===== src/rtl/regfile_wb_scheduler_pkg.sv =====
`default_nettype none
// ============================================================================
// Module      : regfile_pkg
// Description : Shared constants and types for the register-file writeback
//               scheduler: register geometry, the hard-wired zero register
//               and the writeback source encoding.
// Revision    : 1.0 - initial release
// ============================================================================
package regfile_pkg;

  localparam int REG_ADDR_W = 5;
  localparam int REG_DATA_W = 32;
  localparam int NUM_REGS   = 32;
  localparam logic [REG_ADDR_W-1:0] REG_ZERO = '0;

  typedef enum logic [1:0] {
    WB_NONE = 2'd0,
    WB_ALU  = 2'd1,
    WB_LD   = 2'd2
  } wb_src_t;

endpackage
`default_nettype wire


===== src/rtl/regfile_wb_scheduler_scoreboard.sv =====
`default_nettype none
// ============================================================================
// Module      : regfile_scoreboard
// Description : Per-register busy bits for pending writes. Register 0 is
//               never busy.
// Ports       : clk, rst_n          - clock, async active-low reset
//               i_set_en/i_set_addr - mark a register busy (issue)
//               i_clr_en/i_clr_addr - mark a register free (write commit)
//               i_rd_addr0/1        - decode source lookups -> o_rd_busy0/1
//               i_issue_addr        - destination lookup    -> o_issue_busy
//               i_wb_addr           - writeback lookup      -> o_wb_busy
// Revision    : 1.0 - initial release
// ============================================================================
module regfile_scoreboard #(
  parameter int NUM_REGS = 32,
  parameter int ADDR_W   = 5
) (
  input  logic              clk,
  input  logic              rst_n,
  input  logic              i_set_en,
  input  logic [ADDR_W-1:0] i_set_addr,
  input  logic              i_clr_en,
  input  logic [ADDR_W-1:0] i_clr_addr,
  input  logic [ADDR_W-1:0] i_rd_addr0,
  input  logic [ADDR_W-1:0] i_rd_addr1,
  input  logic [ADDR_W-1:0] i_issue_addr,
  input  logic [ADDR_W-1:0] i_wb_addr,
  output logic              o_rd_busy0,
  output logic              o_rd_busy1,
  output logic              o_issue_busy,
  output logic              o_wb_busy
);

  logic [NUM_REGS-1:0] w_busy;

  // Register 0 is hard-wired to zero, so it can never have a pending write.
  assign w_busy[0] = 1'b0;

  for (genvar i = 1; i < NUM_REGS; i++) begin : g_busy_bit
    logic r_bit;
    always_ff @(posedge clk or negedge rst_n) begin
      if (!rst_n) begin
        r_bit <= 1'b0;
      end else if (i_set_en && (i_set_addr == ADDR_W'(i))) begin
        r_bit <= 1'b1;
      end else if (i_clr_en && (i_clr_addr == ADDR_W'(i))) begin
        r_bit <= 1'b0;
      end
    end
    assign w_busy[i] = r_bit;
  end

  assign o_rd_busy0   = w_busy[i_rd_addr0];
  assign o_rd_busy1   = w_busy[i_rd_addr1];
  assign o_issue_busy = w_busy[i_issue_addr];
  assign o_wb_busy    = w_busy[i_wb_addr];

endmodule
`default_nettype wire


===== src/rtl/regfile_wb_scheduler.sv =====
`default_nettype none
// ============================================================================
// Module      : regfile_wb_scheduler
// Description : Owns the register-file write port. Arbitrates ALU and load
//               writebacks (ALU priority with load anti-starvation), registers
//               the winner onto the port and tracks pending writes so decode
//               can stall on RAW/WAW hazards.
// Ports       : clk, rst_n                     - clock, async active-low reset
//               issue_valid_i/addr_i/ready_o   - destination reservation
//               rd_addr0/1_i, rd_busy0/1_o     - source hazard lookups
//               alu_valid/addr/data_i, ready_o - ALU writeback request
//               ld_valid/addr/data_i, ready_o  - load writeback request
//               rf_we_o/rf_wr_addr_o/data_o    - register file write port
//               wb_err_o                       - sticky write-to-idle error
// Revision    : 1.0 - initial release
// ============================================================================
module regfile_wb_scheduler #(
  parameter int DATA_W     = regfile_pkg::REG_DATA_W,
  parameter int ADDR_W     = regfile_pkg::REG_ADDR_W,
  parameter int NUM_REGS   = regfile_pkg::NUM_REGS,
  parameter int STARVE_MAX = 3
) (
  input  logic              clk,
  input  logic              rst_n,
  input  logic              issue_valid_i,
  input  logic [ADDR_W-1:0] issue_addr_i,
  output logic              issue_ready_o,
  input  logic [ADDR_W-1:0] rd_addr0_i,
  input  logic [ADDR_W-1:0] rd_addr1_i,
  output logic              rd_busy0_o,
  output logic              rd_busy1_o,
  input  logic              alu_valid_i,
  input  logic [ADDR_W-1:0] alu_addr_i,
  input  logic [DATA_W-1:0] alu_data_i,
  output logic              alu_ready_o,
  input  logic              ld_valid_i,
  input  logic [ADDR_W-1:0] ld_addr_i,
  input  logic [DATA_W-1:0] ld_data_i,
  output logic              ld_ready_o,
  output logic              rf_we_o,
  output logic [ADDR_W-1:0] rf_wr_addr_o,
  output logic [DATA_W-1:0] rf_wr_data_o,
  output logic              wb_err_o
);

  import regfile_pkg::*;

  localparam int                    c_STREAK_W   = $clog2(STARVE_MAX + 1);
  localparam logic [c_STREAK_W-1:0] c_STREAK_MAX = c_STREAK_W'(STARVE_MAX);
  localparam logic [ADDR_W-1:0]     c_ZERO_ADDR  = ADDR_W'(REG_ZERO);

  wb_src_t           w_src;
  logic [ADDR_W-1:0] w_addr;
  logic [DATA_W-1:0] w_data;
  logic              w_fire;
  logic              w_nonzero;
  logic              w_issue_busy;
  logic              w_wb_busy;
  logic              w_set_en;

  logic [c_STREAK_W-1:0] r_streak;
  logic                  r_we;
  logic [ADDR_W-1:0]     r_addr;
  logic [DATA_W-1:0]     r_data;
  logic                  r_err;

  // ALU wins unless the load has already watched STARVE_MAX ALU grants.
  always_comb begin
    w_src  = WB_NONE;
    w_addr = '0;
    w_data = '0;
    if (alu_valid_i && (!ld_valid_i || (r_streak != c_STREAK_MAX))) begin
      w_src  = WB_ALU;
      w_addr = alu_addr_i;
      w_data = alu_data_i;
    end else if (ld_valid_i) begin
      w_src  = WB_LD;
      w_addr = ld_addr_i;
      w_data = ld_data_i;
    end
  end

  assign alu_ready_o = (w_src == WB_ALU);
  assign ld_ready_o  = (w_src == WB_LD);
  assign w_fire      = (w_src != WB_NONE);
  assign w_nonzero   = (w_addr != c_ZERO_ADDR);

  // Streak only counts ALU wins that happened while a load was waiting.
  always_ff @(posedge clk or negedge rst_n) begin
    if (!rst_n) begin
      r_streak <= '0;
    end else if (!ld_valid_i || (w_src == WB_LD)) begin
      r_streak <= '0;
    end else if ((w_src == WB_ALU) && (r_streak != c_STREAK_MAX)) begin
      r_streak <= r_streak + c_STREAK_W'(1);
    end
  end

  // Write stage: address/data follow every handshake, but the enable is
  // suppressed for register 0 so the slot is consumed without a write.
  always_ff @(posedge clk or negedge rst_n) begin
    if (!rst_n) begin
      r_we   <= 1'b0;
      r_addr <= '0;
      r_data <= '0;
    end else if (w_fire) begin
      r_we   <= w_nonzero;
      r_addr <= w_addr;
      r_data <= w_data;
    end else begin
      r_we   <= 1'b0;
    end
  end

  always_ff @(posedge clk or negedge rst_n) begin
    if (!rst_n) begin
      r_err <= 1'b0;
    end else if (w_fire && w_nonzero && !w_wb_busy) begin
      r_err <= 1'b1;
    end
  end

  assign w_set_en = issue_valid_i && !w_issue_busy && (issue_addr_i != c_ZERO_ADDR);

  // Busy is released by the registered write itself, so it drops on the
  // same edge that the register file captures the data.
  regfile_scoreboard #(
    .NUM_REGS (NUM_REGS),
    .ADDR_W   (ADDR_W)
  ) u_scoreboard (
    .clk          (clk),
    .rst_n        (rst_n),
    .i_set_en     (w_set_en),
    .i_set_addr   (issue_addr_i),
    .i_clr_en     (r_we),
    .i_clr_addr   (r_addr),
    .i_rd_addr0   (rd_addr0_i),
    .i_rd_addr1   (rd_addr1_i),
    .i_issue_addr (issue_addr_i),
    .i_wb_addr    (w_addr),
    .o_rd_busy0   (rd_busy0_o),
    .o_rd_busy1   (rd_busy1_o),
    .o_issue_busy (w_issue_busy),
    .o_wb_busy    (w_wb_busy)
  );

  assign issue_ready_o = !w_issue_busy;
  assign rf_we_o       = r_we;
  assign rf_wr_addr_o  = r_addr;
  assign rf_wr_data_o  = r_data;
  assign wb_err_o      = r_err;

endmodule
`default_nettype wire


===== config.mk =====
export PLATFORM = sky130hd
export DESIGN_NAME = regfile_wb_scheduler
export DESIGN_NICKNAME = d
export VERILOG_FILES = /design/src/rtl/regfile_wb_scheduler_pkg.sv /design/src/rtl/regfile_wb_scheduler_scoreboard.sv /design/src/rtl/regfile_wb_scheduler.sv
export SDC_FILE = /design/constraint.sdc
export NUM_CORES = 1
export LEC_CHECK = 0
export ABC_AREA = 1
export BUFFER_PORTS_ARGS = -buffer_cell sky130_fd_sc_hd__buf_2
export CORE_ASPECT_RATIO = 1.75
export CORE_UTILIZATION = 53
export DETAILED_ROUTE_END_ITERATION = 16
export PLACE_DENSITY = 0.84
export SYNTH_ARGS = -nofsm -noshare
export SYNTH_HDL_FRONTEND = slang
export SYNTH_HIERARCHICAL = 1
export SYNTH_SLANG_ARGS = --single-unit
export TNS_END_PERCENT = 5

===== constraint.sdc =====
create_clock -name clk -period 2.35 [get_ports clk]
set_clock_uncertainty 0.2 [all_clocks]
set_input_delay 0.47 -clock clk [delete_from_list [all_inputs] [get_ports clk]]
set_output_delay 0.47 -clock clk [all_outputs]
set_load 0.01 [all_outputs]

==> impl_metrics.json, run 1 <==
{
  "n_antenna_cell": 0,
  "placed_area_mm2": 0.005697,
  "area_growth_pct": 25.77,
  "regArea_mm2": 0.001803,
  "cts_max_path_buffers": 2,
  "yosysMostFrequentCell": "nand2_1",
  "die_area_mm2": 0.009499,
  "switching_share_pct": 38.43,
  "cts.sinks": 72,
  "power_frac_seq_pct": 32.9,
  "globalRouteTotalUtil_pct": 38.29,
  "seq_area_frac_synth_pct": 37.36,
  "rsz0062_at_grt": "yes",
  "post-route-util_pct": 69.49,
  "detail-route-antenna-nets": 0,
  "synthArstFlopShare_pct": 100.0,
  "drc": 0,
  "ir_drop_mv": 0.6348,
  "clock.fmax_mhz": 441.6,
  "hold_class": "primary input to flip-flop",
  "setup_viol": 0,
  "path_max_fanout": 2,
  "top_layer": "met4",
  "cp.required_ns": 1.68,
  "ys.warnings.count": 6,
  "wl_met3_um": 1425,
  "grt_pass1_wl_um": 27200,
  "powerDensity_mw_per_mm2": 880.6,
  "dieHeight_um": 128.2,
  "synthCells": 735,
  "startpoint_type": "flip-flop",
  "p_comb_share_pct": 39.5,
  "first_pass_iters": 6,
  "wl_met2_um": 8238,
  "grt_pass1_vias": 5386,
  "multi_input_area_mm2": 0.002467,
  "maxCapViolations": 0,
  "period_needed_ns": 2.264,
  "dpl.hpwl_um": 12210,
  "placedCellCount": 1002,
  "place.gp.congestion": 0.9639,
  "dieWidth_um": 74.11,
  "drv_slew": 0,
  "cp-end-kind": "output pin",
  "synth.avg_cell_area_um2": 6.561,
  "syn-num-nets": 830,
  "antenna_found_initial": 0,
  "stdcell_area_mm2": 0.006065,
  "cts_buffers": 9,
  "power_leakage_nw": 3.316,
  "switching_power_mw": 2.052,
  "syn-cell-area_mm2": 0.004822,
  "start_util_pct": 55.25,
  "power_frac_clock_pct": 27.6,
  "insertion_delay_ns": 0.34,
  "cts_tree": "done",
  "cts_root_buf": "clkbuf_16",
  "path_class": "flip-flop to output pin",
  "tns_ns": 0,
  "post-route-period-util_pct": 96.36,
  "drt_iter0_drc": 551,
  "fillerInstances": 704,
  "grt_start_max_net_pins": 73,
  "grt_overflow": 0,
  "ys_ff_latch": 72,
  "wl_per_cell_um": 16.51,
  "rows": 45,
  "synth_flop_cell": "dfrtp_1",
  "worst_pin_slew_ns": 0.6534,
  "synth_area_leaders": "dfrtp_1 (37%), nand2_1 (29%), nand3_1 (14%)",
  "synthDistinctLibCells": 25,
  "wl_met1_um": 5886,
  "num_vias": 5643,
  "ios": 138,
  "wl_um": 16820,
  "core_area_mm2": 0.008727,
  "drive_above_1_share_pct": 24.83,
  "cts_max_level": 3,
  "stdcell_count": 1019,
  "synth_enable_flop_cells": 0,
  "fin_nets": 992,
  "synth.top_cell.area_share_pct": 37.36,
  "portBuffers": 137,
  "status": "finished, final reports clean",
  "path_clk_slew_ns": 0.06,
  "synth_common_cells": "nand2_1 (370), nand3_1 (137), dfrtp_1 (72), inv_1 (36), o21ai_1 (32)",
  "intPower_mw": 3.288,
  "timing.slew.headroom_pct": 56.33,
  "cp.arrival_ns": 1.59,
  "synth_top_area_cell": "dfrtp_1",
  "hold_viol": 0,
  "worst_hold_slack_ns": 0.1345,
  "avgViaCountPerCell": 5.538
}
## per-layer routing
| layer | vias to the layer above | track usage, % |
|---|---|---|
| met2 | 352 | 61.93 |
| met4 | 0 | 25.68 |
| met3 | 94 | 9.119 |
| li1 | 2645 | - |
| met1 | 2552 | 43.75 |
| met5 | - | 0 |
## worst paths after layout
check	cells past startpoint	to	startpoint	slack (ns)
worst min-delay path	3	rf_wr_data_o[10]	ld_data_i[10]	0.13
max in group asynchronous	3	u_scoreboard/g_busy_bit[26].r_bit	rst_n	1.12
min in group asynchronous	3	rf_wr_data_o[14]	rst_n	0.48
worst max register to register	16	wb_err_o	r_streak[0]	0.15
worst min register to register	1	r_streak[0]	r_streak[0]	0.26
worst max-delay path	10	issue_ready_o	u_scoreboard/g_busy_bit[6].r_bit	0.09
## stage by stage
stage,power (mW),worst slack [ns]
after detailed placement,3.738,-0.4359
after floorplan,2.723,0.1468
after global routing,5.592,-0.07051
final,5.341,0.08565
after CTS,5.217,0.03149
after global placement,3.697,-0.3230
## critical path: stages, from the launching register on
cell and delay (ns):
dfrtp_1 0.39, bufinv_8 0.19, nand2_1 0.04, nand3_1 0.06, nand3_1 0.08, nand3_1 0.09
nand2_1 0.07, nand2_1 0.06, nand2_1 0.05, inv_1 0.09, buf_2 0.15
## power by group through the flow
stage | logic [mW] | clock network (mW) | registers, mW
floorplan | 0.923 | 0 | 1.80
global placement | 1.94 | 0 | 1.75
detailed placement | 1.99 | 0 | 1.75
CTS | 2.00 | 1.48 | 1.73
global route | 2.27 | 1.53 | 1.78
finish | 2.11 | 1.48 | 1.76
## cell families after synthesis
kind of cell | share of synthesized area (%)
adders and majority gates | 0.2594
and+or+nand+nor | 46.76
buffers and inverters | 11.83
DFF | 37.36
AOI/OAI and AO/OA | 3.788
## final cells by class
type	count	share of cell area (%)
sequential	72	29.73
clock inverter	7	1.589
multi-input combinational	579	40.68
timing repair buffer	180	17.54
clock buffer	9	3.714
inverter	55	4.333
tap	117	2.414
## repair_timing
action,in CTS,in global routing
endpoints found under the hold margin,72,0
endpoints found under the setup margin,15,17
resized for setup,3,10
setup buffers,0,0
pin swaps,0,5
hold buffers,1,0
## registers in the layout (all words and copies together), names as in the netlist
| name | flops |
|---|---|
| rf_we_o | 1 |
| rf_wr_data_o | 32 |
| r_streak | 2 |
| u_scoreboard/g_busy_bit.r_bit | 31 |
| rf_wr_addr_o | 5 |
| wb_err_o | 1 |
## cells in the final DEF (no fill, tap or decap), types with 3 or more instances in the layout
| cell | instances |
|---|---|
| clkinv_4 | 3 |
| inv_1 | 34 |
| inv_2 | 10 |
| buf_2 | 137 |
| buf_6 | 4 |
| buf_4 | 35 |
| o21ai_1 | 32 |
| clkbuf_16 | 9 |
| buf_12 | 3 |
| nand2_1 | 369 |
| inv_8 | 3 |
| nand3_1 | 137 |
| inv_4 | 6 |
| dfrtp_1 | 71 |
| nor2_1 | 25 |
Note: power is estimated with default switching activity, not from simulation.
==> run 2, diff against run 1 <==
- CORE_UTILIZATION: 53 -> 48
- PLACE_DENSITY: 0.84 -> 0.81
- clock period: 2.35 -> 1.9 ns (I/O delays scaled with it)
==> run 2 against run 1 <==
The run now ends with setup timing left. Design area rose by 7.4%. Via count rose by 2.5%. Sequential cell count did not move. Utilization fell by 2.9 points. First-iteration DRC count fell by 16%. Total power rose by 27%. Non-clock buffer count rose by 30. Cell count rose by 3.8%. Routed wire length rose by 1.1%. Die area rose by 10%. Clock-buffer cell count rose by 1. Critical path type unchanged. Largest cell class unchanged. Largest power group unchanged. Highest routed layer unchanged.
==> impl_metrics.json, run 2 (synthesized netlist as in run 1, its figures left out) <==
{
  "wl_per_cell_um": 16.07,
  "startpoint_type": "flip-flop",
  "hold_class": "primary input to flip-flop",
  "grt_pass1_wl_um": 26030,
  "drt_iter0_drc": 461,
  "cts_buffers": 9,
  "drc": 0,
  "hold_viol": 0,
  "stdcell_area_mm2": 0.006515,
  "detail-route-antenna-nets": 0,
  "timing.slew.headroom_pct": 55.13,
  "grt_overflow": 0,
  "cts_tree": "done",
  "path_class": "flip-flop to output pin",
  "avgViaCountPerCell": 5.469,
  "period_needed_ns": 2.111,
  "cts.sinks": 72,
  "maxCapViolations": 0,
  "place.gp.congestion": 0.9590,
  "n_antenna_cell": 0,
  "cts_root_buf": "clkbuf_16",
  "reg2reg_slack_ns": -0.21,
  "status": "finished, violations left",
  "largest_reg_flops": 32,
  "dpl.hpwl_um": 12290,
  "antenna_found_initial": 0,
  "ir_drop_mv": 0.7645,
  "layout_commonest_cell": "nand2_1",
  "core_area_mm2": 0.009789,
  "dieWidth_um": 77.77,
  "drive_above_1_share_pct": 30.33,
  "cts_max_path_buffers": 2,
  "insertion_delay_ns": 0.33,
  "globalRouteTotalUtil_pct": 32.62,
  "ios": 138,
  "path_clk_slew_ns": 0.06,
  "violations": "setup timing",
  "drv_slew": 0,
  "setup_ws_ns": -0.2111,
  "path_max_fanout": 4,
  "rsz0062_at_grt": "yes",
  "placed_area_mm2": 0.005857,
  "start_util_pct": 49.26,
  "cts_max_level": 3,
  "first_pass_iters": 5,
  "setup_viol": 21,
  "fin_nets": 1023,
  "dieHeight_um": 134.6,
  "cp.required_ns": 1.32,
  "worst_hold_slack_ns": 0.04510,
  "num_vias": 5786,
  "rows": 48,
  "worst_pin_slew_ns": 0.6715,
  "powerDensity_mw_per_mm2": 1043,
  "area_growth_pct": 35.11,
  "wl_um": 17000,
  "die_area_mm2": 0.01047,
  "final_cell_mix": "nand2_1 (360), buf_2 (135), nand3_1 (126)",
  "fillerInstances": 803,
  "power_leakage_nw": 3.523,
  "clock.fmax_mhz": 473.7,
  "cp.arrival_ns": 1.53,
  "grt_start_max_net_pins": 73,
  "post-route-period-util_pct": 111.1,
  "cp-end-kind": "output pin",
  "portBuffers": 137,
  "grt_pass1_vias": 5444
}
run 2: changes by cell type in the layout (fill, tap and decap cells not counted), sizes merged:
cell    previous run  this run
bufinv             3         1
clkbuf             9        11
buf              179       208
inv               54        56
run 2: worst paths after layout:
check / start / depth (start not counted) / endpoint
max in group asynchronous: rst_n / 3 / u_scoreboard/g_busy_bit[25].r_bit
min: ld_data_i[17] / 3 / rf_wr_data_o[17]
max: u_scoreboard/g_busy_bit[22].r_bit / 10 / rd_busy0_o
max reg2reg: r_streak[0] / 17 / wb_err_o
min in group asynchronous: rst_n / 3 / u_scoreboard/g_busy_bit[31].r_bit
min reg2reg: wb_err_o / 2 / wb_err_o
run 2: worst max-delay path: stages (launching register included):
cell and delay [ns]:
dfrtp_1 0.41, buf_6 0.15, nand2_1 0.07, nand3_1 0.08, nand3_2 0.09, nand2_2 0.05, nand2_1 0.06, nand2_1 0.05
nand2_1 0.06, nand2_1 0.04, buf_2 0.13
run 2: layout make-up:
class,count,area [um^2],share of cell area [%]
clock buffers,10,239.0,3.668
clock inverters,6,58.81,0.9026
inverters,55,274.0,4.206
multi-input cells,579,2555,39.22
flip-flops and latches,72,1804,27.69
well taps,125,156.4,2.401
repair buffers,210,1419,21.78
repair inverters,1,8.758,0.1344
run 2: timing repair:
action,in CTS,in global routing
pin swaps,7,25
hold endpoints to repair,72,0
gates cloned,1,2
setup endpoints to repair,29,37
hold buffers,1,0
gates resized for setup,33,34
setup buffers,4,7
run 2: through the flow:
stage	utilization, %	setup slack, ns	power (mW)	TNS (ns)	std cells
after global routing	66.55	-0.3240	7.107	-5.323	1058
after global placement	59.83	-0.2279	4.596	-6.514	1027
after detailed placement	59.83	-0.2539	4.632	-7.331	1027
after floorplan	-	-0.1341	3.371	-2.331	735
final	66.55	-0.2111	6.796	-1.688	1058
after CTS	64.40	-0.2042	6.449	-0.9685	1049
run 2: per-layer routing:
metal / up-vias / GRT usage [%] / routed length, um
li1: 2725 / - / -
met1: 2639 / 33.30 / 5807
met2: 340 / 58.26 / 8732
met3: 82 / 5.878 / 1221
met4: 0 / 24.63 / 1235
met5: - / 0 / 0
run 2: report_power, final:
part	switching [mW]	leakage (nW)	internal (mW)
clock	0.643	0.152	1.04
sequential	0.307	0.865	1.89
combinational	1.63	2.51	1.27
total	2.59	3.52	4.21
==> run 3, diff against run 2 <==
- ABC_AREA: 1 -> 0
- CORE_UTILIZATION: 48 -> 47
- PLACE_DENSITY: 0.81 -> 0.8
==> run 3 against run 2 <==
The flow still finishes with violations (setup timing). Hold slack better by 0.0024 ns. Fmax down 16%. Critical endpoint is now issue_ready_o. Clock power down 4%. Cell count down 27%. Critical path type unchanged.
==> impl_metrics.json, run 3 <==
{
  "synth_enable_flop_cells": 0,
  "drive_above_1_share_pct": 39.73,
  "grt_pass1_wl_um": 23580,
  "post-route-util_pct": 67.46,
  "place.gp.congestion": 0.9833,
  "rows": 46,
  "ys_ff_latch": 72,
  "cts_max_level": 3,
  "ir_drop_mv": 0.6035,
  "setup_ws_ns": -0.6157,
  "synth_xor_xnor_area_share_pct": 0,
  "insertion_delay_ns": 0.33,
  "area_growth_pct": 39.09,
  "status": "finished, violations left",
  "synth_flop_cell": "dfrtp_1",
  "syn-cell-area_mm2": 0.004410,
  "post-route-period-util_pct": 132.4,
  "rsz0062_at_grt": "yes",
  "grt_start_max_net_pins": 73,
  "path_clk_slew_ns": 0.06,
  "cts_max_path_buffers": 2,
  "cts_tree": "done",
  "path_max_fanout": 2,
  "grt-busiest-layer": "met2",
  "synth_area_leaders": "dfrtp_1 (41%), mux2i_1 (15%), o21ai_0 (7.6%)",
  "die_area_mm2": 0.009790,
  "antenna_found_initial": 1,
  "synth_top_area_cell": "dfrtp_1",
  "cp.required_ns": 1.32,
  "maxCapViolations": 0,
  "dieWidth_um": 75.23,
  "ios": 138,
  "ys.warnings.count": 6,
  "timing.slew.headroom_pct": 64.31,
  "startpoint_type": "flip-flop",
  "drt_iter0_drc": 471,
  "hold_viol": 0,
  "layout_commonest_cell": "buf_2",
  "cts_buffers": 9,
  "tns_ns": -17.98,
  "synth.top_cell.area_share_pct": 40.85,
  "synth.avg_cell_area_um2": 9.736,
  "powerDensity_mw_per_mm2": 1067,
  "power_leakage_nw": 2.953,
  "yosysMostFrequentCell": "dfrtp_1",
  "grt_pass1_vias": 4666,
  "use_met1_pct": 35.29,
  "portBuffers": 137,
  "grt_overflow": 0,
  "clock.fmax_mhz": 397.5,
  "post_synth_mux_area_share_pct": 22.10,
  "dieHeight_um": 130.1,
  "synthSimpleGateAreaFrac_pct": 14.52,
  "synthArstFlopShare_pct": 100.0,
  "drv_slew": 0,
  "seq_area_frac_synth_pct": 40.85,
  "synth_compound_area_share_pct": 18.21,
  "cts_root_buf": "clkbuf_16",
  "n_antenna_cell": 0,
  "core_area_mm2": 0.009094,
  "synth_top_family_by_area": "multiplexers",
  "use_met2_pct": 55.59,
  "dpl.hpwl_um": 11240,
  "power_mw": 6.544,
  "drc": 0,
  "place_ws_ns": -0.7019,
  "grt_util_met3_pct": 9.344,
  "synthDistinctLibCells": 44,
  "synthCells": 453,
  "start_util_pct": 48.50,
  "syn-num-nets": 548,
  "avgViaCountPerCell": 5.987,
  "violations": "setup timing",
  "worst_pin_slew_ns": 0.5353,
  "synthAdderAreaFrac_pct": 0.2837,
  "synth_common_cells": "dfrtp_1 (72), mux2i_1 (67), o21ai_0 (67), nand2_1 (44), o21ai_1 (28)",
  "num_vias": 4652,
  "wl_per_cell_um": 19.70,
  "wl_um": 15300,
  "cp-end-kind": "output pin",
  "hold_class": "primary input to flip-flop",
  "cts.sinks": 72,
  "cp.arrival_ns": 1.94,
  "setup_viol": 38,
  "final_cell_mix": "buf_2 (135), dfrtp_1 (70), mux2i_1 (67)",
  "worst_hold_slack_ns": 0.04746,
  "period_needed_ns": 2.516,
  "globalRouteTotalUtil_pct": 33.81,
  "path_class": "flip-flop to output pin",
  "first_pass_iters": 5,
  "detail-route-antenna-nets": 0,
  "fin_nets": 747,
  "largest_reg_flops": 32
}
## run 3: changes by cell type in the layout (fill, tap and decap cells not counted), moves of 17 or more
cell / previous run / this run
nand2_1: 360 / 44
o21ai_1: 32 / 54
mux2i_1: 0 / 67
inv_1: 28 / 7
nand3_1: 126 / 22
o21ai_0: 0 / 40
buf_4: 44 / 61
## run 3: path summary, 6_finish.rpt
| kind | startpoint | endpoint | slack, ns | cells past startpoint |
|---|---|---|---|---|
| max reg2reg | u_scoreboard/g_busy_bit[5].r_bit | u_scoreboard/g_busy_bit[11].r_bit | -0.57 | 9 |
| min reg2reg | r_streak[0] | r_streak[0] | 0.30 | 1 |
| max in group asynchronous | rst_n | u_scoreboard/g_busy_bit[19].r_bit | 0.80 | 3 |
| min | alu_data_i[7] | rf_wr_data_o[7] | 0.05 | 3 |
| min in group asynchronous | rst_n | rf_wr_data_o[6] | 0.40 | 3 |
| max | u_scoreboard/g_busy_bit[5].r_bit | issue_ready_o | -0.62 | 7 |
## run 3: layer usage
metal / up-vias / share of wire [%]
met4: 0 / 8.2
li1: 2078 / -
met1: 2163 / 32
met2: 331 / 51
met3: 80 / 8.6
met5: - / 0
## run 3: timing repair
action                     CTS  global route
hold endpoints to repair    72             0
gates cloned                 0             0
setup endpoints to repair   40            48
gates resized for setup     43            17
pin swaps                   14             8
setup buffers                1             0
hold buffers                 1             0
## run 3: kinds of logic after synthesis
logic type / count (synthesis)
AOI/OAI and AO/OA: 138
adders and majority gates: 1
buffers and inverters: 33
DFF: 72
muxes: 81
and+or+nand+nor: 128
## run 3: worst max-delay path, cell delays in order, from the launching register on
cell	delay [ns]
dfrtp_2	0.47
mux4_2	0.49
nand2b_4	0.15
o211ai_1	0.10
nand4_1	0.14
inv_2	0.08
buf_6	0.09
buf_6	0.08
## run 3: layout make-up
cell class                 instances  area (um^2)
clock buffer                      10        229.0
clock inverter                     6        60.06
fill                             719         2959
inverter                           8        30.03
multi-input combinational        348         2511
sequential                        72         1804
tap                              120        150.1
timing repair buffer             213         1350
## run 3: through the flow
| step | std cells | cell area (um^2) |
|---|---|---|
| after floorplan | 453 | 4437 |
| after global placement | 759 | 5704 |
| after detailed placement | 759 | 5704 |
| after CTS | 777 | 6100 |
| after global routing | 777 | 6135 |
| final | 777 | 6135 |
## run 3: where the power goes
group          internal (mW)  switching [mW]  leakage, nW
clock network           1.01           0.621        0.138
logic                   1.33            1.36         1.95
registers               1.90           0.317        0.862
total                   4.24            2.30         2.95
